File: src/rtl/dcache_pkg.sv
`default_nettype none
// ============================================================================
// Module   : dcache_pkg
// Purpose  : Shared widths, address slices and FSM states for the L1 D-cache
//            controller.
// Revision : 1.0
// ============================================================================
package dcache_pkg;

  localparam int ADDR_W     = 32;
  localparam int TAG_W      = 23;
  localparam int IDX_W      = 4;
  localparam int LINE_W     = 256;
  localparam int WORD_W     = 32;
  localparam int WORDS      = LINE_W / WORD_W;
  localparam int SEL_W      = 3;
  localparam int OFF_W      = 5;
  localparam int SRAM_TAG_W = TAG_W + 2;

  localparam int VALID_BIT  = 24;
  localparam int DIRTY_BIT  = 23;
  localparam int TAG_LSB    = 9;
  localparam int IDX_LSB    = 5;
  localparam int SEL_LSB    = 2;

  typedef enum logic [1:0] {
    IDLE       = 2'd0,
    WRITEBACK  = 2'd1,
    READMISS   = 2'd2,
    READMISSOK = 2'd3
  } state_e;

  function automatic logic [SRAM_TAG_W-1:0] make_tag(input logic valid,
                                                     input logic dirty,
                                                     input logic [TAG_W-1:0] tag);
    return {valid, dirty, tag};
  endfunction

endpackage
`default_nettype wire

File: src/rtl/dcache_if.sv
`default_nettype none
// ============================================================================
// Module   : dcache_if
// Purpose  : CPU, backing-memory and tag/data-storage signals of the D-cache
//            controller; master = controller side, slave = environment side.
// Revision : 1.0
// ============================================================================
interface dcache_if;
  import dcache_pkg::*;

  logic [ADDR_W-1:0]     cpu_addr_i;
  logic [WORD_W-1:0]     cpu_data_i;
  logic                  cpu_MemRead_i;
  logic                  cpu_MemWrite_i;
  logic [WORD_W-1:0]     cpu_data_o;
  logic                  cpu_stall_o;

  logic [ADDR_W-1:0]     mem_addr_o;
  logic [LINE_W-1:0]     mem_data_o;
  logic                  mem_enable_o;
  logic                  mem_write_o;
  logic [LINE_W-1:0]     mem_data_i;
  logic                  mem_ack_i;

  logic [IDX_W-1:0]      sram_addr_o;
  logic [SRAM_TAG_W-1:0] sram_tag_o;
  logic [LINE_W-1:0]     sram_data_o;
  logic                  sram_enable_o;
  logic                  sram_write_o;
  logic [SRAM_TAG_W-1:0] sram_tag_i;
  logic [LINE_W-1:0]     sram_data_i;
  logic                  sram_hit_i;

  modport master (
    input  cpu_addr_i, cpu_data_i, cpu_MemRead_i, cpu_MemWrite_i,
           mem_data_i, mem_ack_i, sram_tag_i, sram_data_i, sram_hit_i,
    output cpu_data_o, cpu_stall_o, mem_addr_o, mem_data_o, mem_enable_o,
           mem_write_o, sram_addr_o, sram_tag_o, sram_data_o, sram_enable_o,
           sram_write_o
  );

  modport slave (
    output cpu_addr_i, cpu_data_i, cpu_MemRead_i, cpu_MemWrite_i,
           mem_data_i, mem_ack_i, sram_tag_i, sram_data_i, sram_hit_i,
    input  cpu_data_o, cpu_stall_o, mem_addr_o, mem_data_o, mem_enable_o,
           mem_write_o, sram_addr_o, sram_tag_o, sram_data_o, sram_enable_o,
           sram_write_o
  );

endinterface
`default_nettype wire

File: src/rtl/dcache_word_merge.sv
`default_nettype none
// ============================================================================
// Module   : dcache_word_merge
// Purpose  : Selects one 32-bit word of a line and builds the line with that
//            word replaced; shared by load and store paths.
// Revision : 1.0
// ============================================================================
module dcache_word_merge
  import dcache_pkg::*;
(
  input  logic [LINE_W-1:0] line_i,
  input  logic [SEL_W-1:0]  sel_i,
  input  logic [WORD_W-1:0] wdata_i,
  output logic [WORD_W-1:0] rdata_o,
  output logic [LINE_W-1:0] line_o
);

  logic [WORD_W-1:0] w_words [WORDS];

  for (genvar gi = 0; gi < WORDS; gi++) begin : g_word
    assign w_words[gi] = line_i[gi*WORD_W +: WORD_W];
    assign line_o[gi*WORD_W +: WORD_W] = (sel_i == SEL_W'(gi)) ? wdata_i : w_words[gi];
  end

  assign rdata_o = w_words[sel_i];

endmodule
`default_nettype wire

File: src/rtl/dcache_ctrl.sv
`default_nettype none
// ============================================================================
// Module   : dcache_ctrl
// Purpose  : 2-way L1 D-cache controller: lookup, store merge, dirty-victim
//            write-back and line refill. DCACHE_PERF_CNT_EN adds hit/miss counters.
// Revision : 1.0
// ============================================================================
module dcache_ctrl
  import dcache_pkg::*;
(
  input  logic      clk_i,
  input  logic      rst_i,
  dcache_if.master  bus_io
`ifdef DCACHE_PERF_CNT_EN
  ,
  output logic [31:0] hit_cnt_o,
  output logic [31:0] miss_cnt_o
`endif
);

  state_e            state_q, state_d;
  logic [TAG_W-1:0]  victim_tag_q, victim_tag_d;
  logic [LINE_W-1:0] victim_line_q, victim_line_d;
  logic [LINE_W-1:0] refill_q, refill_d;

  logic              w_req;
  logic              w_store;
  logic [TAG_W-1:0]  w_tag;
  logic [IDX_W-1:0]  w_idx;
  logic [SEL_W-1:0]  w_sel;
  logic [WORD_W-1:0] w_rd_word;
  logic [LINE_W-1:0] w_merged;

  assign w_req   = bus_io.cpu_MemRead_i | bus_io.cpu_MemWrite_i;
  assign w_store = bus_io.cpu_MemWrite_i;
  assign w_tag   = bus_io.cpu_addr_i[ADDR_W-1:TAG_LSB];
  assign w_idx   = bus_io.cpu_addr_i[TAG_LSB-1:IDX_LSB];
  assign w_sel   = bus_io.cpu_addr_i[IDX_LSB-1:SEL_LSB];

  dcache_word_merge u_merge (
    .line_i  (bus_io.sram_data_i),
    .sel_i   (w_sel),
    .wdata_i (bus_io.cpu_data_i),
    .rdata_o (w_rd_word),
    .line_o  (w_merged)
  );

  always_ff @(posedge clk_i) begin
    if (rst_i) begin
      state_q       <= IDLE;
      victim_tag_q  <= '0;
      victim_line_q <= '0;
      refill_q      <= '0;
    end else begin
      state_q       <= state_d;
      victim_tag_q  <= victim_tag_d;
      victim_line_q <= victim_line_d;
      refill_q      <= refill_d;
    end
  end

  // Outputs are forced idle while reset is held so an aborted miss drives nothing.
  always_comb begin
    state_d              = state_q;
    victim_tag_d         = victim_tag_q;
    victim_line_d        = victim_line_q;
    refill_d             = refill_q;
    bus_io.cpu_data_o    = '0;
    bus_io.cpu_stall_o   = 1'b0;
    bus_io.mem_addr_o    = '0;
    bus_io.mem_data_o    = '0;
    bus_io.mem_enable_o  = 1'b0;
    bus_io.mem_write_o   = 1'b0;
    bus_io.sram_addr_o   = w_idx;
    bus_io.sram_tag_o    = make_tag(1'b0, 1'b0, w_tag);
    bus_io.sram_data_o   = '0;
    bus_io.sram_enable_o = 1'b0;
    bus_io.sram_write_o  = 1'b0;
    if (!rst_i) begin
      bus_io.sram_enable_o = w_req;
      case (state_q)
        IDLE: begin
          if (w_req && bus_io.sram_hit_i) begin
            if (w_store) begin
              bus_io.sram_write_o = 1'b1;
              bus_io.sram_data_o  = w_merged;
              bus_io.sram_tag_o   = make_tag(1'b1, 1'b1, w_tag);
            end else begin
              bus_io.cpu_data_o = w_rd_word;
            end
          end else if (w_req) begin
            bus_io.cpu_stall_o = 1'b1;
            victim_tag_d       = bus_io.sram_tag_i[TAG_W-1:0];
            victim_line_d      = bus_io.sram_data_i;
            state_d = (bus_io.sram_tag_i[VALID_BIT] && bus_io.sram_tag_i[DIRTY_BIT])
                      ? WRITEBACK : READMISS;
          end
        end
        WRITEBACK: begin
          bus_io.cpu_stall_o  = 1'b1;
          bus_io.mem_enable_o = 1'b1;
          bus_io.mem_write_o  = 1'b1;
          bus_io.mem_addr_o   = {victim_tag_q, w_idx, OFF_W'(0)};
          bus_io.mem_data_o   = victim_line_q;
          if (bus_io.mem_ack_i) state_d = READMISS;
        end
        READMISS: begin
          bus_io.cpu_stall_o  = 1'b1;
          bus_io.mem_enable_o = 1'b1;
          bus_io.mem_addr_o   = {bus_io.cpu_addr_i[ADDR_W-1:IDX_LSB], OFF_W'(0)};
          if (bus_io.mem_ack_i) begin
            refill_d = bus_io.mem_data_i;
            state_d  = READMISSOK;
          end
        end
        READMISSOK: begin
          bus_io.cpu_stall_o  = 1'b1;
          bus_io.sram_write_o = 1'b1;
          bus_io.sram_data_o  = refill_q;
          bus_io.sram_tag_o   = make_tag(1'b1, 1'b0, w_tag);
          state_d             = IDLE;
        end
        default: state_d = IDLE;
      endcase
    end
  end

`ifdef DCACHE_PERF_CNT_EN
  logic        retry_q;
  logic [31:0] hit_cnt_q;
  logic [31:0] miss_cnt_q;
  logic        w_lookup_hit;
  logic        w_lookup_miss;

  assign w_lookup_hit  = (state_q == IDLE) && w_req &&  bus_io.sram_hit_i;
  assign w_lookup_miss = (state_q == IDLE) && w_req && !bus_io.sram_hit_i;

  // retry_q marks the post-refill lookup so it is not counted as a hit.
  always_ff @(posedge clk_i) begin
    if (rst_i) begin
      retry_q    <= 1'b0;
      hit_cnt_q  <= '0;
      miss_cnt_q <= '0;
    end else begin
      if (w_lookup_hit) begin
        retry_q <= 1'b0;
        if (!retry_q) hit_cnt_q <= hit_cnt_q + 32'd1;
      end
      if (w_lookup_miss) begin
        retry_q    <= 1'b1;
        miss_cnt_q <= miss_cnt_q + 32'd1;
      end
    end
  end

  assign hit_cnt_o  = hit_cnt_q;
  assign miss_cnt_o = miss_cnt_q;
`endif

endmodule
`default_nettype wire

File: src/flat_wrapper.sv
// flat-port wrapper written by rule: the top's interface ports become plain ports
module dcache_ctrl_flat import dcache_pkg::*;
  (clk_i, rst_i, bus_io_cpu_addr_i, bus_io_cpu_data_i, bus_io_cpu_MemRead_i, bus_io_cpu_MemWrite_i, bus_io_mem_data_i, bus_io_mem_ack_i, bus_io_sram_tag_i, bus_io_sram_data_i, bus_io_sram_hit_i, bus_io_cpu_data_o, bus_io_cpu_stall_o, bus_io_mem_addr_o, bus_io_mem_data_o, bus_io_mem_enable_o, bus_io_mem_write_o, bus_io_sram_addr_o, bus_io_sram_tag_o, bus_io_sram_data_o, bus_io_sram_enable_o, bus_io_sram_write_o);
  dcache_if bus_io_i ();
  input  logic clk_i;
  input  logic rst_i;
  input wire logic [$bits(bus_io_i.cpu_addr_i)-1:0] bus_io_cpu_addr_i;
  input wire logic [$bits(bus_io_i.cpu_data_i)-1:0] bus_io_cpu_data_i;
  input wire logic [$bits(bus_io_i.cpu_MemRead_i)-1:0] bus_io_cpu_MemRead_i;
  input wire logic [$bits(bus_io_i.cpu_MemWrite_i)-1:0] bus_io_cpu_MemWrite_i;
  input wire logic [$bits(bus_io_i.mem_data_i)-1:0] bus_io_mem_data_i;
  input wire logic [$bits(bus_io_i.mem_ack_i)-1:0] bus_io_mem_ack_i;
  input wire logic [$bits(bus_io_i.sram_tag_i)-1:0] bus_io_sram_tag_i;
  input wire logic [$bits(bus_io_i.sram_data_i)-1:0] bus_io_sram_data_i;
  input wire logic [$bits(bus_io_i.sram_hit_i)-1:0] bus_io_sram_hit_i;
  output wire logic [$bits(bus_io_i.cpu_data_o)-1:0] bus_io_cpu_data_o;
  output wire logic [$bits(bus_io_i.cpu_stall_o)-1:0] bus_io_cpu_stall_o;
  output wire logic [$bits(bus_io_i.mem_addr_o)-1:0] bus_io_mem_addr_o;
  output wire logic [$bits(bus_io_i.mem_data_o)-1:0] bus_io_mem_data_o;
  output wire logic [$bits(bus_io_i.mem_enable_o)-1:0] bus_io_mem_enable_o;
  output wire logic [$bits(bus_io_i.mem_write_o)-1:0] bus_io_mem_write_o;
  output wire logic [$bits(bus_io_i.sram_addr_o)-1:0] bus_io_sram_addr_o;
  output wire logic [$bits(bus_io_i.sram_tag_o)-1:0] bus_io_sram_tag_o;
  output wire logic [$bits(bus_io_i.sram_data_o)-1:0] bus_io_sram_data_o;
  output wire logic [$bits(bus_io_i.sram_enable_o)-1:0] bus_io_sram_enable_o;
  output wire logic [$bits(bus_io_i.sram_write_o)-1:0] bus_io_sram_write_o;
  assign bus_io_i.cpu_addr_i = bus_io_cpu_addr_i;
  assign bus_io_i.cpu_data_i = bus_io_cpu_data_i;
  assign bus_io_i.cpu_MemRead_i = bus_io_cpu_MemRead_i;
  assign bus_io_i.cpu_MemWrite_i = bus_io_cpu_MemWrite_i;
  assign bus_io_i.mem_data_i = bus_io_mem_data_i;
  assign bus_io_i.mem_ack_i = bus_io_mem_ack_i;
  assign bus_io_i.sram_tag_i = bus_io_sram_tag_i;
  assign bus_io_i.sram_data_i = bus_io_sram_data_i;
  assign bus_io_i.sram_hit_i = bus_io_sram_hit_i;
  assign bus_io_cpu_data_o = bus_io_i.cpu_data_o;
  assign bus_io_cpu_stall_o = bus_io_i.cpu_stall_o;
  assign bus_io_mem_addr_o = bus_io_i.mem_addr_o;
  assign bus_io_mem_data_o = bus_io_i.mem_data_o;
  assign bus_io_mem_enable_o = bus_io_i.mem_enable_o;
  assign bus_io_mem_write_o = bus_io_i.mem_write_o;
  assign bus_io_sram_addr_o = bus_io_i.sram_addr_o;
  assign bus_io_sram_tag_o = bus_io_i.sram_tag_o;
  assign bus_io_sram_data_o = bus_io_i.sram_data_o;
  assign bus_io_sram_enable_o = bus_io_i.sram_enable_o;
  assign bus_io_sram_write_o = bus_io_i.sram_write_o;
  dcache_ctrl u_core (.clk_i(clk_i), .rst_i(rst_i), .bus_io(bus_io_i));
endmodule
File: config.mk
export PLATFORM = sky130hd
export DESIGN_NAME = dcache_ctrl_flat
export DESIGN_NICKNAME = d
export VERILOG_FILES = /design/src/rtl/dcache_pkg.sv /design/src/rtl/dcache_if.sv /design/src/rtl/dcache_word_merge.sv /design/src/rtl/dcache_ctrl.sv /design/src/flat_wrapper.sv
export SDC_FILE = /design/constraint.sdc
export NUM_CORES = 2
export LEC_CHECK = 0
export ABC_CLOCK_PERIOD_IN_PS = 1950
export BUFFER_PORTS_ARGS = -buffer_cell sky130_fd_sc_hd__buf_2
export CAP_MARGIN = 5
export CORE_AREA = 2 2 479 481
export CTS_CLUSTER_DIAMETER = 200
export DETAILED_ROUTE_END_ITERATION = 7
export DIE_AREA = 0 0 481 483
export MAX_ROUTING_LAYER = met4
export SLEW_MARGIN = 20
export SYNTH_ARGS = -nofsm -noshare
export SYNTH_HDL_FRONTEND = slang
export SYNTH_HIERARCHICAL = 1
export SYNTH_SLANG_ARGS = --single-unit
File: constraint.sdc
create_clock -name clk_i -period 1.95 [get_ports clk_i]
set_clock_uncertainty 0.2 [all_clocks]
set_input_delay 0.2925 -clock clk_i [delete_from_list [all_inputs] [get_ports clk_i]]
set_output_delay 0.2925 -clock clk_i [all_outputs]
set_load 0.01 [all_outputs]
==> flow_metrics.tcl <==
set metrics [dict create \
    cts_htree_levels 3 \
    dieArea_mm2 0.2323 \
    switching_power_mw 18.13 \
    rrSetupSlack_ps -380 \
    numCtsBuffers 74 \
    slew_headroom_pct 28.23 \
    synth_edf_count 0 \
    synth_seq_cells 537 \
    area_growth_syn_to_layout_pct 82.74 \
    post-route-period-util_pct 161.7 \
    dp_hpwl_um 268700 \
    track_usage_pct 27.64 \
    grt_overflow_total 0 \
    synth-simple-area-share_pct 18.90 \
    vdd_drop_max_mv 0.7169 \
    synth-async-reset-ratio_pct 0 \
    hold_viol 0 \
    worstReg2RegStart "u_core/state_q[0]$_SDFFE_PP0P_" \
    nFillCells 25100 \
    drt_iter0_markers 4526 \
    avgSynthCellArea_um2 8.029 \
    required_ps 1460 \
    hp-start "bus_io_sram_data_i[57]" \
    portBuffers 1209 \
    end_kind "output pin" \
    gp_congestion 0.9788 \
    clk_pin_slew_worst_paths_ps 70 \
    synthCells 3708 \
    tightestPinTransition_ps 1073 \
    synth_mux_area_share_pct 12.51 \
    synth_compound_area_share_pct 24.94 \
    fmax_mhz 317.2 \
    start_util_pct 13.12 \
    critPathLaunchType "flop" \
    clock_power_share_pct 33.7 \
    power_frac_comb_pct 37.9 \
    dieWidth_um 481 \
    grt_max_degree 127 \
    synth_area_leader_cell "dfxtp_1" \
    placed_area_mm2 0.04404 \
    cts_tree "done" \
    routedWlPerCell_um 36.77 \
    cts.sinks 537 \
    fp.dieH_um 483 \
    slew_violations 0 \
    drc 0 \
    ys.flop_type "dfxtp_1" \
    sw_frac_of_total_pct 38.76 \
    yosysWarnings 6 \
    p_leak_nw 22.99 \
    worstSetupPathType "flop to output pin" \
    vias_per_cell 4.536 \
    drive_gt1_share_pct 40.54 \
    synth_area_mm2 0.02977 \
    crit_arrival_ps 2660 \
    ios 1217 \
    worstReg2RegEnd "u_core/victim_line_q[57]$_SDFFE_PP0P_" \
    firstDrtPassIters 6 \
    cts_root_buf "clkbuf_16" \
    vias 40780 \
    synthTopCellsByArea "dfxtp_1 (36%), mux2_2 (12%), a21oi_1 (9.2%)" \
    synthTopCellsByCount "a21oi_1 (545), dfxtp_1 (537), nand2_1 (518)" \
    seq_area_frac_synth_pct 36.11 \
    hp-class "input pin to flop" \
    cts.path.max_buffers 3 \
    reg2regPathDepth 8 \
    synth_top_area_share_pct 36.11 \
    grt_pass1_vias 38580 \
    period_needed_ps 3153 \
    crit_end "bus_io_sram_data_o[33]" \
    synth.most_common_cell "a21oi_1" \
    postLayoutCoreUtil_pct 23.98 \
    cp-startpoint "u_core/state_q[0]$_SDFFE_PP0P_" \
    outcome "complete, but fails checks" \
    clock_latency_ps 750 \
    nets 6349 \
    powerDensity_mw_per_mm2 859.8 \
    totalWireLength_um 330600 \
    pwr-share-seq_pct 28.4 \
    p_int_mw 28.65 \
    finalSetupViolCount 1081 \
    maxCapViolCount 0 \
    antenna_left 0 \
    setup_ws_ps -1203 \
    grt_pass1_wl_um 405400 \
    core_mm2 0.2268 \
    rsz0062_at_grt "yes" \
    synth_top_family_by_area "compound AO/OA/AOI/OAI gates" \
    fin_area_mm2 0.05440 \
    violations "negative setup slack" \
    synth_cell_type_count 46 \
    rows 175 \
    synth_xor_area_share_pct 0 \
    synth_adder_area_share_pct 0.2101 \
    cp_max_fo 4 \
    grt_antenna_before_repair 258 \
]
## what timing repair did
action,4_1_cts,5_1_grt
hold buffers,549,0
setup endpoints to repair,1085,1115
buffers inserted,8,13
resized for setup,174,117
pin swaps,18,9
hold endpoints to repair,536,0
cloned,3,11
## critical path: stages (launching register included)
cell and delay, ps:
dfxtp_2 340, inv_2 50, ha_4 250, nor2_4 90, and4_4 280, buf_4 240
clkbuf_16 210, buf_12 120, a22o_4 180, buf_6 120
## worst min-delay path by stage
stage	slack (ps)	end	cells after the start
2_1_floorplan	230	u_core/refill_q[0]$_SDFFE_PP0P_	2
3_3_place_gp	240	u_core/refill_q[1]$_SDFFE_PP0P_	2
3_5_place_dp	250	u_core/refill_q[114]$_SDFFE_PP0P_	2
4_1_cts	4	u_core/victim_line_q[57]$_SDFFE_PP0P_	4
5_1_grt	20	u_core/victim_line_q[57]$_SDFFE_PP0P_	4
6_report	30	u_core/victim_line_q[57]$_SDFFE_PP0P_	4
## final cells by class
cell class / instances / area [um^2] / share of cell area, %
Tap cell: 3009 / 3765 / 6.920
Multi-Input combinational cell: 2736 / 17350 / 31.89
Antenna cell: 188 / 470.5 / 0.8647
Clock buffer: 100 / 2130 / 3.914
Sequential cell: 537 / 10750 / 19.76
Inverter: 6 / 30.03 / 0.05520
Timing Repair Buffer: 2382 / 19290 / 35.45
Clock inverter: 33 / 616.8 / 1.134
## placed cells by master (no fill, tap or decap), types with 5 or more instances in the layout
master	n
a22o_1	227
diode_2	188
mux2i_1	12
dfxtp_1	535
and2_1	285
and2_4	9
nor2_1	35
buf_4	450
nand2_1	517
clkbuf_16	84
clkbuf_8	19
mux2_4	26
o31ai_1	9
a21oi_1	545
a211oi_1	30
inv_6	5
buf_8	12
conb_1	5
nand3_1	279
nand2b_1	6
o221a_2	8
buf_6	98
buf_2	1091
nor2b_1	13
clkbuf_4	5
clkbuf_1	8
mux2_2	286
nand3b_1	9
bufinv_16	12
dlygate4sd3_1	548
clkinv_2	5
a2bb2oi_1	8
a22o_4	29
a22oi_1	26
o22ai_1	41
o21ai_0	288
o221ai_1	6
buf_12	163
## per-stage QoR
stage | cells | setup slack (ps) | power (mW) | hold slack (ps) | TNS [ps]
detailed placement | 8089 | -1196 | 29.17 | 246.8 | -229600
finish | 8991 | -1203 | 46.77 | 30.90 | -659040
global route | 8917 | -1254 | 48.24 | 19.69 | -749320
floorplan | 3712 | -83.35 | 20.03 | 228.5 | -5765
CTS | 8782 | -1267 | 46.42 | 3.914 | -716060
global placement | 8089 | -1190 | 29.14 | 243.1 | -229200
## registers in the layout, summed over array words and instances (netlist names)
signal	cells
u_core/victim_line_q	256
u_core/victim_tag_q	23
u_core/state_q	2
u_core/refill_q	256
## cell families after synthesis
group	Yosys count
and+or+nand+nor	1173
buffers and inverters	439
adders and majority gates	5
muxes	330
DFF	537
AOI/OAI and AO/OA	1223
other	1
## per-layer routing
metal / wire length (um) / vias to the layer above / track usage [%]
li1: - / 17460 / -
met1: 131400 / 19780 / 32.79
met2: 139400 / 2885 / 40.30
met3: 39180 / 654 / 10.74
met4: 20590 / 0 / 13.85
met5: 0 / - / -
## power groups by stage
stage	registers [mW]	logic, mW	clock network, mW
6_report	13.3	17.7	15.8
5_1_grt	13.4	18.5	16.3
4_1_cts	13.2	17.2	16.0
3_5_place_dp	13.4	15.7	0
3_3_place_gp	13.4	15.7	0
2_1_floorplan	13.0	6.99	0
Note: power is estimated with default switching activity, not from simulation.
